### src/rtl/dm_store_queue.sv
// Store queue between MEM and the word-addressed DM/bridge: checks sw/sh/sb for AdES,
// formats lane enables and replicated data, and drains in order over valid/ready.
module dm_store_queue #(
   parameter int          DEPTH  = 4,
   parameter logic [31:0] DM_HI  = 32'h0000_2FFF,
   parameter logic [31:0] DEV_LO = 32'h0000_7F00,
   parameter logic [31:0] DEV_HI = 32'h0000_7F1B,
   parameter logic [2:0]  CTR_SB = 3'b000,
   parameter logic [2:0]  CTR_SH = 3'b001,
   parameter logic [2:0]  CTR_SW = 3'b010
) (
   input  logic        clk,
   input  logic        reset_n,
   input  logic        st_valid,
   output logic        st_ready,
   input  logic [2:0]  st_ctr,
   input  logic [31:0] st_addr,
   input  logic [31:0] st_data,
   input  logic [31:0] ld_addr,
   input  logic        ld_en,
   output logic        ld_hit,
   output logic        exc_ades,
   output logic [31:0] badvaddr,
   output logic        mem_we,
   output logic [31:0] mem_addr,
   output logic [3:0]  mem_be,
   output logic [31:0] mem_wdata,
   input  logic        mem_ready,
   output logic        empty
);

   localparam int             PW       = $clog2(DEPTH);
   localparam logic [PW:0]    CNT_FULL = (PW+1)'(DEPTH);
   localparam logic [PW:0]    CNT_ONE  = (PW+1)'(1);
   localparam logic [PW-1:0]  PTR_ONE  = PW'(1);

   logic [PW-1:0] r_head, r_tail;
   logic [PW:0]   r_count;
   logic [29:0]   r_waddr [DEPTH];
   logic [3:0]    r_be    [DEPTH];
   logic [31:0]   r_wdata [DEPTH];
   logic          r_exc;
   logic [31:0]   r_badvaddr;

   logic        w_is_sw, w_is_sh, w_is_sb, w_legal;
   logic        w_in_dm, w_in_dev, w_fault;
   logic        w_acc, w_push, w_pop;
   logic [3:0]  w_be;
   logic [31:0] w_wdata;

   assign w_is_sw = (st_ctr == CTR_SW);
   assign w_is_sh = (st_ctr == CTR_SH);
   assign w_is_sb = (st_ctr == CTR_SB);
   assign w_legal = w_is_sw | w_is_sh | w_is_sb;

   assign w_in_dm  = (st_addr <= DM_HI);
   assign w_in_dev = (st_addr >= DEV_LO) && (st_addr <= DEV_HI);
   // The device window only takes full-word accesses.
   assign w_fault  = (w_is_sh && st_addr[0])
                   | (w_is_sw && (st_addr[1:0] != 2'b00))
                   | (!w_in_dm && !w_in_dev)
                   | ((w_is_sb || w_is_sh) && w_in_dev);

   assign st_ready = (r_count < CNT_FULL);
   assign w_acc    = st_valid && st_ready && w_legal;
   assign w_push   = w_acc && !w_fault;
   assign w_pop    = mem_we && mem_ready;

   always_comb begin
      w_be    = 4'b1111;
      w_wdata = st_data;
      if (w_is_sh) begin
         w_be    = st_addr[1] ? 4'b1100 : 4'b0011;
         w_wdata = {2{st_data[15:0]}};
      end else if (w_is_sb) begin
         w_be    = 4'b0001 << st_addr[1:0];
         w_wdata = {4{st_data[7:0]}};
      end
   end

   always_ff @(posedge clk or negedge reset_n) begin
      if (!reset_n) begin
         r_head     <= '0;
         r_tail     <= '0;
         r_count    <= '0;
         r_exc      <= 1'b0;
         r_badvaddr <= '0;
         for (int i = 0; i < DEPTH; i++) begin
            r_waddr[i] <= '0;
            r_be[i]    <= '0;
            r_wdata[i] <= '0;
         end
      end else begin
         r_exc <= w_acc && w_fault;
         if (w_acc && w_fault)
            r_badvaddr <= st_addr;
         if (w_push) begin
            r_waddr[r_tail] <= st_addr[31:2];
            r_be[r_tail]    <= w_be;
            r_wdata[r_tail] <= w_wdata;
            r_tail          <= r_tail + PTR_ONE;
         end
         if (w_pop)
            r_head <= r_head + PTR_ONE;
         unique case ({w_push, w_pop})
            2'b10:   r_count <= r_count + CNT_ONE;
            2'b01:   r_count <= r_count - CNT_ONE;
            default: r_count <= r_count;
         endcase
      end
   end

   // An entry is live when its distance from head is below count; the store being
   // pushed this cycle is not yet live, the pipeline orders it against the load.
   always_comb begin
      logic [PW-1:0] v_off;
      ld_hit = 1'b0;
      for (int i = 0; i < DEPTH; i++) begin
         v_off = PW'(i) - r_head;
         if (ld_en && ({1'b0, v_off} < r_count) && (r_waddr[i] == ld_addr[31:2]))
            ld_hit = 1'b1;
      end
   end

   assign mem_we    = (r_count != '0);
   assign empty     = !mem_we;
   assign mem_addr  = mem_we ? {r_waddr[r_head], 2'b00} : 32'h0;
   assign mem_be    = mem_we ? r_be[r_head] : 4'b0000;
   assign mem_wdata = mem_we ? r_wdata[r_head] : 32'h0;
   assign exc_ades  = r_exc;
   assign badvaddr  = r_badvaddr;

endmodule

### config.mk
export PLATFORM = sky130hd
export DESIGN_NAME = dm_store_queue
export DESIGN_NICKNAME = d
export VERILOG_FILES = /design/src/rtl/dm_store_queue.sv
export SDC_FILE = /design/constraint.sdc
export NUM_CORES = 1
export LEC_CHECK = 0
export ABC_AREA = 0
export CELL_PAD_IN_SITES_DETAIL_PLACEMENT = 1
export CELL_PAD_IN_SITES_GLOBAL_PLACEMENT = 2
export CORE_ASPECT_RATIO = 0.9
export CORE_MARGIN = 10
export CORE_UTILIZATION = 39
export CTS_CLUSTER_SIZE = 10
export DETAILED_ROUTE_END_ITERATION = 10
export PLACE_DENSITY = 0.9
export SLEW_MARGIN = 20
export SYNTH_ARGS = -nofsm -noshare
export SYNTH_HDL_FRONTEND = slang
export SYNTH_SLANG_ARGS = --single-unit
### constraint.sdc
create_clock -name clk -period 3.3 [get_ports clk]
set_clock_uncertainty 0.05 [all_clocks]
set_input_delay 0.33 -clock clk [delete_from_list [all_inputs] [get_ports clk]]
set_output_delay 0.33 -clock clk [all_outputs]
set_load 0.005 [all_outputs]
Yosys cells after proc, flatten, opt, wreduce, memory -nomap -nowiden
Cells that the tools add are included.
{"block": "op_classes", "n_addsub": 8, "order_cmp": 11, "eq_ne": 8, "shifts": 1, "n_mux": 31, "n_bitwise": 7, "n_reduce_logical": 28}
{"cell": "$mux 32", "count": 7}
{"cell": "$bwmux 128", "count": 1}
{"cell": "$bwmux 120", "count": 1}
{"cell": "$eq 30x30->1", "count": 4}
{"cell": "$mux 30", "count": 3}
{"cell": "$bmux 32 s2", "count": 1}
{"cell": "$demux 32 s2", "count": 1}
{"cell": "$bmux 30 s2", "count": 1}
{"cell": "$demux 30 s2", "count": 1}
{"cell": "$ge 32x15->1 const B", "count": 1}
{"cell": "$le 32x14->1 const B", "count": 1}
{"cell": "$le 32x15->1 const B", "count": 1}
{"cell": "$mux 4", "count": 7}
{"cell": "$logic_and 1x1->1", "count": 19}
{"cell": "$bwmux 16", "count": 1}
{"cell": "$lt 2x3->1", "count": 4}
{"cell": "$bmux 4 s2", "count": 1}
{"cell": "$demux 4 s2", "count": 1}
{"cell": "$ge 3x3->1 const B", "count": 2}
{"cell": "$not 2->3", "count": 2}
{"cell": "$pmux 3 s2", "count": 1}
{"cell": "$or 1x1->1", "count": 5}
{"cell": "$add 2x1->2 const B", "count": 2}
{"cell": "$logic_not 1->1", "count": 4}
{"cell": "other kinds (16)", "count": 22}
{"block": "totals", "regBits": 304, "input_bits": 104, "wordCells": 111}

Longest topological paths before layout
Gate-level depths: netlist (run 1).
{"block": "logic_depth", "word_depth": 10, "depth_mapped": 11, "ltp_nobuf": 10}

Worst setup path after synthesis (run 1)
Ideal clock, no wire load.
{"block": "synth_timing", "kind": "register to output", "from": "register r_head[0]", "to": "output port ld_hit", "arrival_time_ns": 2.143, "slack_ns": 0.777, "path_stages_with_launch": 11, "path_cell_list": "dfrtp_1 -> clkbuf_1 -> buf_2 -> buf_2 -> xnor2_1 -> inv_1 -> ha_1 -> a21oi_1 -> nand4_1 -> a2111oi_0 -> or4_1"}
{"block": "synth_between", "elab_chain_len": 8, "elab_cells_between_ends": 20, "classes_between": "4 x add/sub; 4 x order compare; 4 x mux; 8 x reduce/logical"}
{"item": "start, declared", "line_no": "37", "rtl": "logic [PW-1:0] r_head, r_tail;"}
{"item": "start signal, assigned", "line_no": "104", "rtl": "r_head <= r_head + PTR_ONE;"}
{"item": "$sub 1x2->2", "line_no": "119", "rtl": "v_off = PW'(i) - r_head;"}
{"item": "$lt 2x3->1", "line_no": "120", "rtl": "if (ld_en && ({1'b0, v_off} < r_count) && (r_waddr[i] == ld_addr[31:2]))"}
{"item": "$logic_and 1x1->1 (2 in series)", "line_no": "120"}
{"item": "$mux 1 (3 in series)", "line_no": "120"}
{"item": "$mux 1 *", "line_no": "120"}
{"item": "end, declared", "line_no": "21", "rtl": "output logic ld_hit,"}
Mark *: on every way between the ends. The rest lies on a longest branch, timed or not.

Worst setup path in the final report (run 1)
{"block": "layout_timing", "from": "register r_head[0]", "to": "output port mem_addr[3]"}
{"block": "layout_between", "elab_chain_len": 5}
{"item": "$not 2->3 (not written as such)", "line_no": "127", "rtl": "assign mem_addr = mem_we ? {r_waddr[r_head], 2'b00} : 32'h0;"}
{"item": "$bmux 30 s2", "line_no": "127"}
{"item": "$mux 30 (not written as such) (2 in series)", "line_no": "127"}
{"item": "$mux 32", "line_no": "127"}
{"item": "end, declared", "line_no": "25", "rtl": "output logic [31:0] mem_addr,"}
No other way between the ends. The select of a mux whose other input is x is not followed.

==> results of run 1 <==
## worst register-to-register path, cell delays in order, from the launching register on
cell and delay [ps]:
dfrtp_1 490, clkinv_2 240, nand3_1 190, inv_2 180, nor2b_1 300, ha_1 250
inv_1 60, fa_1 370, xor2_1 150, nor2_1 110, xnor2_1 130
## stage by stage
stage,utilization (%),area [sq um],worst slack (ps),setup TNS (ps)
final,50.0,19200,121,0
after global routing,50.0,19200,0.380,0
after CTS,49.8,19100,11.9,0
after detailed placement,46.9,18000,-11.8,-11.8
after global placement,46.9,18000,-47.2,-47.2
after floorplan,-,15100,777,0
## area by class of cell
cell class	instances	area [sq um]	area share, %
timing repair buffer	261	2640	13.8
inverter	12	46.3	0.242
multi-input combinational	704	7230	37.7
tap	490	613	3.20
clock buffer	45	966	5.04
clock inverter	4	52.6	0.274
sequential	304	7610	39.7
## path summary, 6_finish.rpt
| path | end | slack (ps) | cells past startpoint |
|---|---|---|---|
| min in group clk | badvaddr[19]$_DFFE_PN0P_ | 420 | 2 |
| max in group asynchronous | r_waddr[110]$_DFFE_PN0P_ | 1950 | 3 |
| worst min-delay path | r_wdata[39]$_DFFE_PN0P_ | 390 | 2 |
| worst max register to register | r_count[2]$_DFFE_PN0P_ | 700 | 10 |
| worst min register to register | r_wdata[26]$_DFFE_PN0P_ | 430 | 1 |
| worst max-delay path | mem_addr[3] | 120 | 5 |
## per-layer routing
layer  global-route usage, %  vias to the layer above  wire length [um]
met1                    25.7                     5268             20100
met5                       0                        -                 7
li1                        -                     4298                 -
met4                    4.40                        2               802
met3                    4.49                       62              2790
met2                    30.9                      244             21700
## power groups by stage
stage	registers, mW	clock network, mW	logic [mW]
floorplan	4.16	0	1.26
global placement	4.17	0	2.51
detailed placement	4.19	0	2.54
CTS	4.15	3.72	2.66
global route	4.18	3.89	2.86
finish	4.15	3.62	2.66
## sequential cells by signal, indices dropped and copies added, names as in the netlist
register / cells
r_wdata: 128
r_waddr: 120
badvaddr: 32
r_be: 16
r_count: 3
r_head: 2
r_tail: 2
exc_ades: 1
## Yosys cell counts, types with 11 or more instances
cell type,count
a21oi_1,15
buf_2,18
buf_4,11
clkbuf_1,20
dfrtp_1,304
inv_1,11
mux2_1,89
mux2_2,157
mux4_2,66
nor2_1,13
nor2b_1,136
nor4_1,27
xnor2_1,14
xor2_1,113
## what timing repair did
item                                   in CTS  in global routing
cloned                                      1                  0
pin swaps                                   1                  8
endpoints found under the hold margin      89                  0
setup endpoints to repair                  19                  1
gates resized for setup                     7                 18
setup buffers                               0                  0
hold buffers                                1                  0
## cell families after synthesis
kind of cell	synth area share, %
AND/OR/NAND/NOR	8.66
buffers and inverters	2.76
XOR/XNOR	7.37
other	0.0248
AO/OA/AOI/OAI	1.23
flip-flops	50.4
multiplexers	28.7
adder cells (fa/ha/maj)	0.878
==> qor.yml, run 1 <==
outcome:
  outcome: "completed"
timing:
  final_hold_viol_count: 0
  max_clock_freq_mhz: 315
  setup_violations: 0
  relSlewSlack_pct: 49.2
  holdWs_ps: 393
  slew_violations: 0
  min_period_ps: 3180
  rsz0062_at_grt: "no"
  period_share_pct: 96.3
  tightest_slew_ps: 763
power_and_ir_drop:
  p_leak_nw: 9.19
  sequentialPowerShare_pct: 39.8
  pwr-share-clk_pct: 34.7
  p_total_mw: 10.4
  switching_power_mw: 3.03
  power.share.combinational_pct: 25.5
  p_sw_share_pct: 29.1
  intPower_mw: 7.39
  ir_drop_mv: 0.502
  pwr_density_cell_nw_per_um2: 544
global_route:
  grt_pass1_vias: 11100
  grt_antenna_before_repair: 1
  grt_pass1_wl_um: 68800
  globalRouteTotalUtil_pct: 19.1
  overflow: 0
  grt_max_degree: 94
detailed_routing:
  drtIter0Drc: 513
  antenna_left: 0
  routed_wl_um: 45400
  viasPerCell: 5.43
  first_pass_iters: 5
  drc: 0
  num_vias: 9874
  wl_per_cell_um: 24.9
die:
  start_util_pct: 39.4
  io_pins: 209
  rows: 68
  core_area_sq_um: 38300
  die_h_um: 207
  dieWidth_um: 227
  dieArea_sq_um: 47000
cts:
  h-tree-depth: 2
  numCtsBuffers: 37
  clockBufferDepth: 3
  clk_latency_ps: 510
  clk_pin_slew_ps: 60
  cts_sinks: 304
  cts_tree: "yes"
  cts-root-buf: "clkbuf_16"
logic_synthesis:
  ys_ff_latch: 304
  synth_edf_count: 0
  synth_area_sq_um: 15100
  syn_avg_cell_area_sq_um: 14.0
  synth_top_area_cell: "dfrtp_1"
  synthArstFlopShare_pct: 100
  synthTopCellsByArea: "dfrtp_1 50%, mux2_2 12%, mux4_2 9.8%"
  synth_cells: 1081
  synth_flop_cell: "dfrtp_1"
  yosysSeqAreaShare_pct: 50.4
  synth_top_area_share_pct: 50.4
  synthDistinctLibCells: 39
  yosysWarnings: 0
hold_path:
  hold_path_class: "input pin to async pin"
worst_setup_path:
  r2r_start: "r_count[2]$_DFFE_PN0P_"
  cp-end-kind: "primary output"
  cp.buffers_inverters: 3
  crit_required_ps: 2920
  crit_path_start: "r_head[0]$_DFFE_PN0P_"
  slowest_delay_ps: 610
  cp_max_fo: 22
  critPathTopFamily: "buffers and inverters"
  path_cells: "buf_16, buf_4, mux4_2, nor2b_1, clkdlybuf4s50_1"
  path_class: "flop to primary output"
  critPathLaunchType: "flop"
  arrival_ps: 2800
  crit_slowest_cell: "mux4_2"
place:
  port-buffer-count: 204
  dp_hpwl_um: 31600
  gp_congestion: 0.873
  dp_cells: 1769
layout:
  diodes: 0
  fill_cells: 3814
  drive_gt1_share_pct: 26.2
  final_common_cell: "dfrtp_1"
  nets: 1434
  area_delta_synth_final_pct: 26.9
  final_cells: 1820
  layout_common_cells: "302 x dfrtp_1, 202 x clkdlybuf4s50_1, 157 x mux2_2"
run:
  cap_violations: 0
Power figures use the tool's default switching activity.
==> run 2: changes to the inputs <==
--- a/config.mk
+++ b/config.mk
@@ -13,6 +13,7 @@
 export CORE_UTILIZATION = 39
 export CTS_CLUSTER_SIZE = 10
 export DETAILED_ROUTE_END_ITERATION = 10
+export MAX_ROUTING_LAYER = met4
 export PLACE_DENSITY = 0.9
 export SLEW_MARGIN = 20
 export SYNTH_ARGS = -nofsm -noshare
==> run 2 against run 1 <==
Effect of this change: wire length hardly changed; utilization hardly changed; first-iteration DRC count is 2.7% higher; register-to-register slack hardly changed; clock power hardly changed; critical path depth stayed put; combinational power hardly changed; final cell count hardly changed; sequential power hardly changed; global-route usage is 0.61 points higher; critical path type unchanged; largest cell class unchanged.
==> qor.yml, run 2 (synthesized netlist as in run 1, its figures left out) <==
die:
  io_pins: 209  # unchanged
  dieArea_sq_um: 47000  # unchanged
  core_area_sq_um: 38300  # unchanged
  start_util_pct: 39.4  # unchanged
  rows: 68  # unchanged
  die_h_um: 207  # unchanged
  dieWidth_um: 227  # unchanged
detailed_routing:
  antenna_left: 0  # unchanged
  wl_per_cell_um: 24.9  # about the same
  num_vias: 9905  # +0.31%
  first_pass_iters: 5  # unchanged
  viasPerCell: 5.44  # +0.26%
  drc: 0  # unchanged
  routed_wl_um: 45400  # about the same
  drtIter0Drc: 527  # +2.7%
global_route:
  grt_antenna_before_repair: 1  # unchanged
  globalRouteTotalUtil_pct: 19.7  # +0.61 points
  grt_pass1_vias: 11200  # +0.14%
  overflow: 0  # unchanged
  grt_pass1_wl_um: 68700  # about the same
  grt_max_degree: 94  # unchanged
cts:
  cts_tree: "yes"
  cts-root-buf: "clkbuf_16"
  clk_latency_ps: 510  # about the same
  clk_pin_slew_ps: 60  # about the same
  numCtsBuffers: 37  # unchanged
  clockBufferDepth: 3  # unchanged
  h-tree-depth: 2  # unchanged
  cts_sinks: 304  # unchanged
worst_setup_path:
  cp-end-kind: "primary output"
  crit_required_ps: 2920  # about the same
  critPathTopFamily: "buffers and inverters"
  path_cells: "buf_16, buf_4, mux4_2, nor2b_1, clkdlybuf4s50_1"
  critPathLaunchType: "flop"
  cp.buffers_inverters: 3  # unchanged
  cp_max_fo: 22  # unchanged
  path_class: "flop to primary output"
  crit_slowest_cell: "mux4_2"
  slowest_delay_ps: 550  # -60 ps
  arrival_ps: 2780  # -20 ps
layout:
  regMostFlops: "r_wdata"
  regArea_sq_um: 7610  # unchanged
  multi_input_area_sq_um: 7230  # unchanged
  layout_common_cells: "302 x dfrtp_1, 202 x clkdlybuf4s50_1, 157 x mux2_2"
  final_area_sq_um: 19200  # about the same
  final_cells: 1821  # +0.055%
  final_common_cell: "dfrtp_1"
  drive_gt1_share_pct: 26.2  # unchanged
  area_delta_synth_final_pct: 26.9  # about the same
  fill_cells: 3814  # unchanged
  largest_register_ffs: 128  # unchanged
  final_util_pct: 50.1  # about the same
  nets: 1434  # unchanged
place:
  placed_area_sq_um: 18000  # unchanged
  place_ws_ps: -11.8  # unchanged
  gp_congestion: 0.887  # +1.6%
  dp_hpwl_um: 31600  # unchanged
  dp_cells: 1769  # unchanged
  port-buffer-count: 204  # unchanged
outcome:
  outcome: "completed"
hold_path:
  hold_path_class: "input pin to async pin"
timing:
  max_clock_freq_mhz: 317  # +0.66%
  period_share_pct: 95.7  # -0.63 points
  holdWs_ps: 382  # -10.8 ps
  slew_violations: 0  # unchanged
  min_period_ps: 3160  # -20.8 ps
  setup_violations: 0  # unchanged
  rsz0062_at_grt: "no"
  tightest_slew_ps: 770  # +7.08 ps
  final_hold_viol_count: 0  # unchanged
  finalSetupTns_ps: 0  # unchanged
  relSlewSlack_pct: 48.7  # -0.47 points
  setup_slack_ps: 142  # +20.8 ps
power_and_ir_drop:
  p_leak_nw: 9.19  # about the same
  p_total_mw: 10.4  # +0.11%
  ir_drop_mv: 0.503  # +0.19%
  pwr_density_cell_nw_per_um2: 544  # about the same
run:
  cap_violations: 0  # unchanged
==> run 2: changes by cell type in the layout (fill, tap and decap cells not counted), sizes merged <==
cell	before	now
diode	0	1
==> run 2: final timing paths <==
kind	end	cells after the start	slack, ps	startpoint
hold reg to reg	r_wdata[26]$_DFFE_PN0P_	1	430	r_wdata[26]$_DFFE_PN0P_
max in group asynchronous	r_waddr[110]$_DFFE_PN0P_	3	1940	reset_n
setup / recovery	mem_wdata[2]	5	140	r_head[0]$_DFFE_PN0P_
hold / removal	r_wdata[39]$_DFFE_PN0P_	2	380	reset_n
min in group clk	badvaddr[19]$_DFFE_PN0P_	2	420	st_addr[19]
setup reg to reg	r_count[2]$_DFFE_PN0P_	10	690	r_count[2]$_DFFE_PN0P_
==> run 2: layout make-up <==
cell class                 instances  share of cell area [%]
antenna                            1                  0.0131
clock buffer                      45                    5.04
clock inverter                     4                   0.274
inverter                          12                   0.242
multi-input combinational        704                    37.7
sequential                       304                    39.7
tap                              490                    3.20
timing repair buffer             261                    13.8
==> run 2: timing repair <==
action	in CTS	in global routing
resized for setup	7	19
setup endpoints to repair	19	1
hold buffers	1	0
cloned	1	0
pin swaps	1	8
setup buffers	0	0
hold endpoints to repair	89	0
==> run 2: layer usage <==
layer	track usage, %	part of all wire (%)
met5	-	0
met4	4.40	1.6
met3	4.48	5.8
met2	30.9	48
met1	25.9	45
==> run 2: report_power, final <==
group	switching, mW	internal (mW)
sequential	0.175	3.97
combinational	1.36	1.31
clock	1.51	2.12
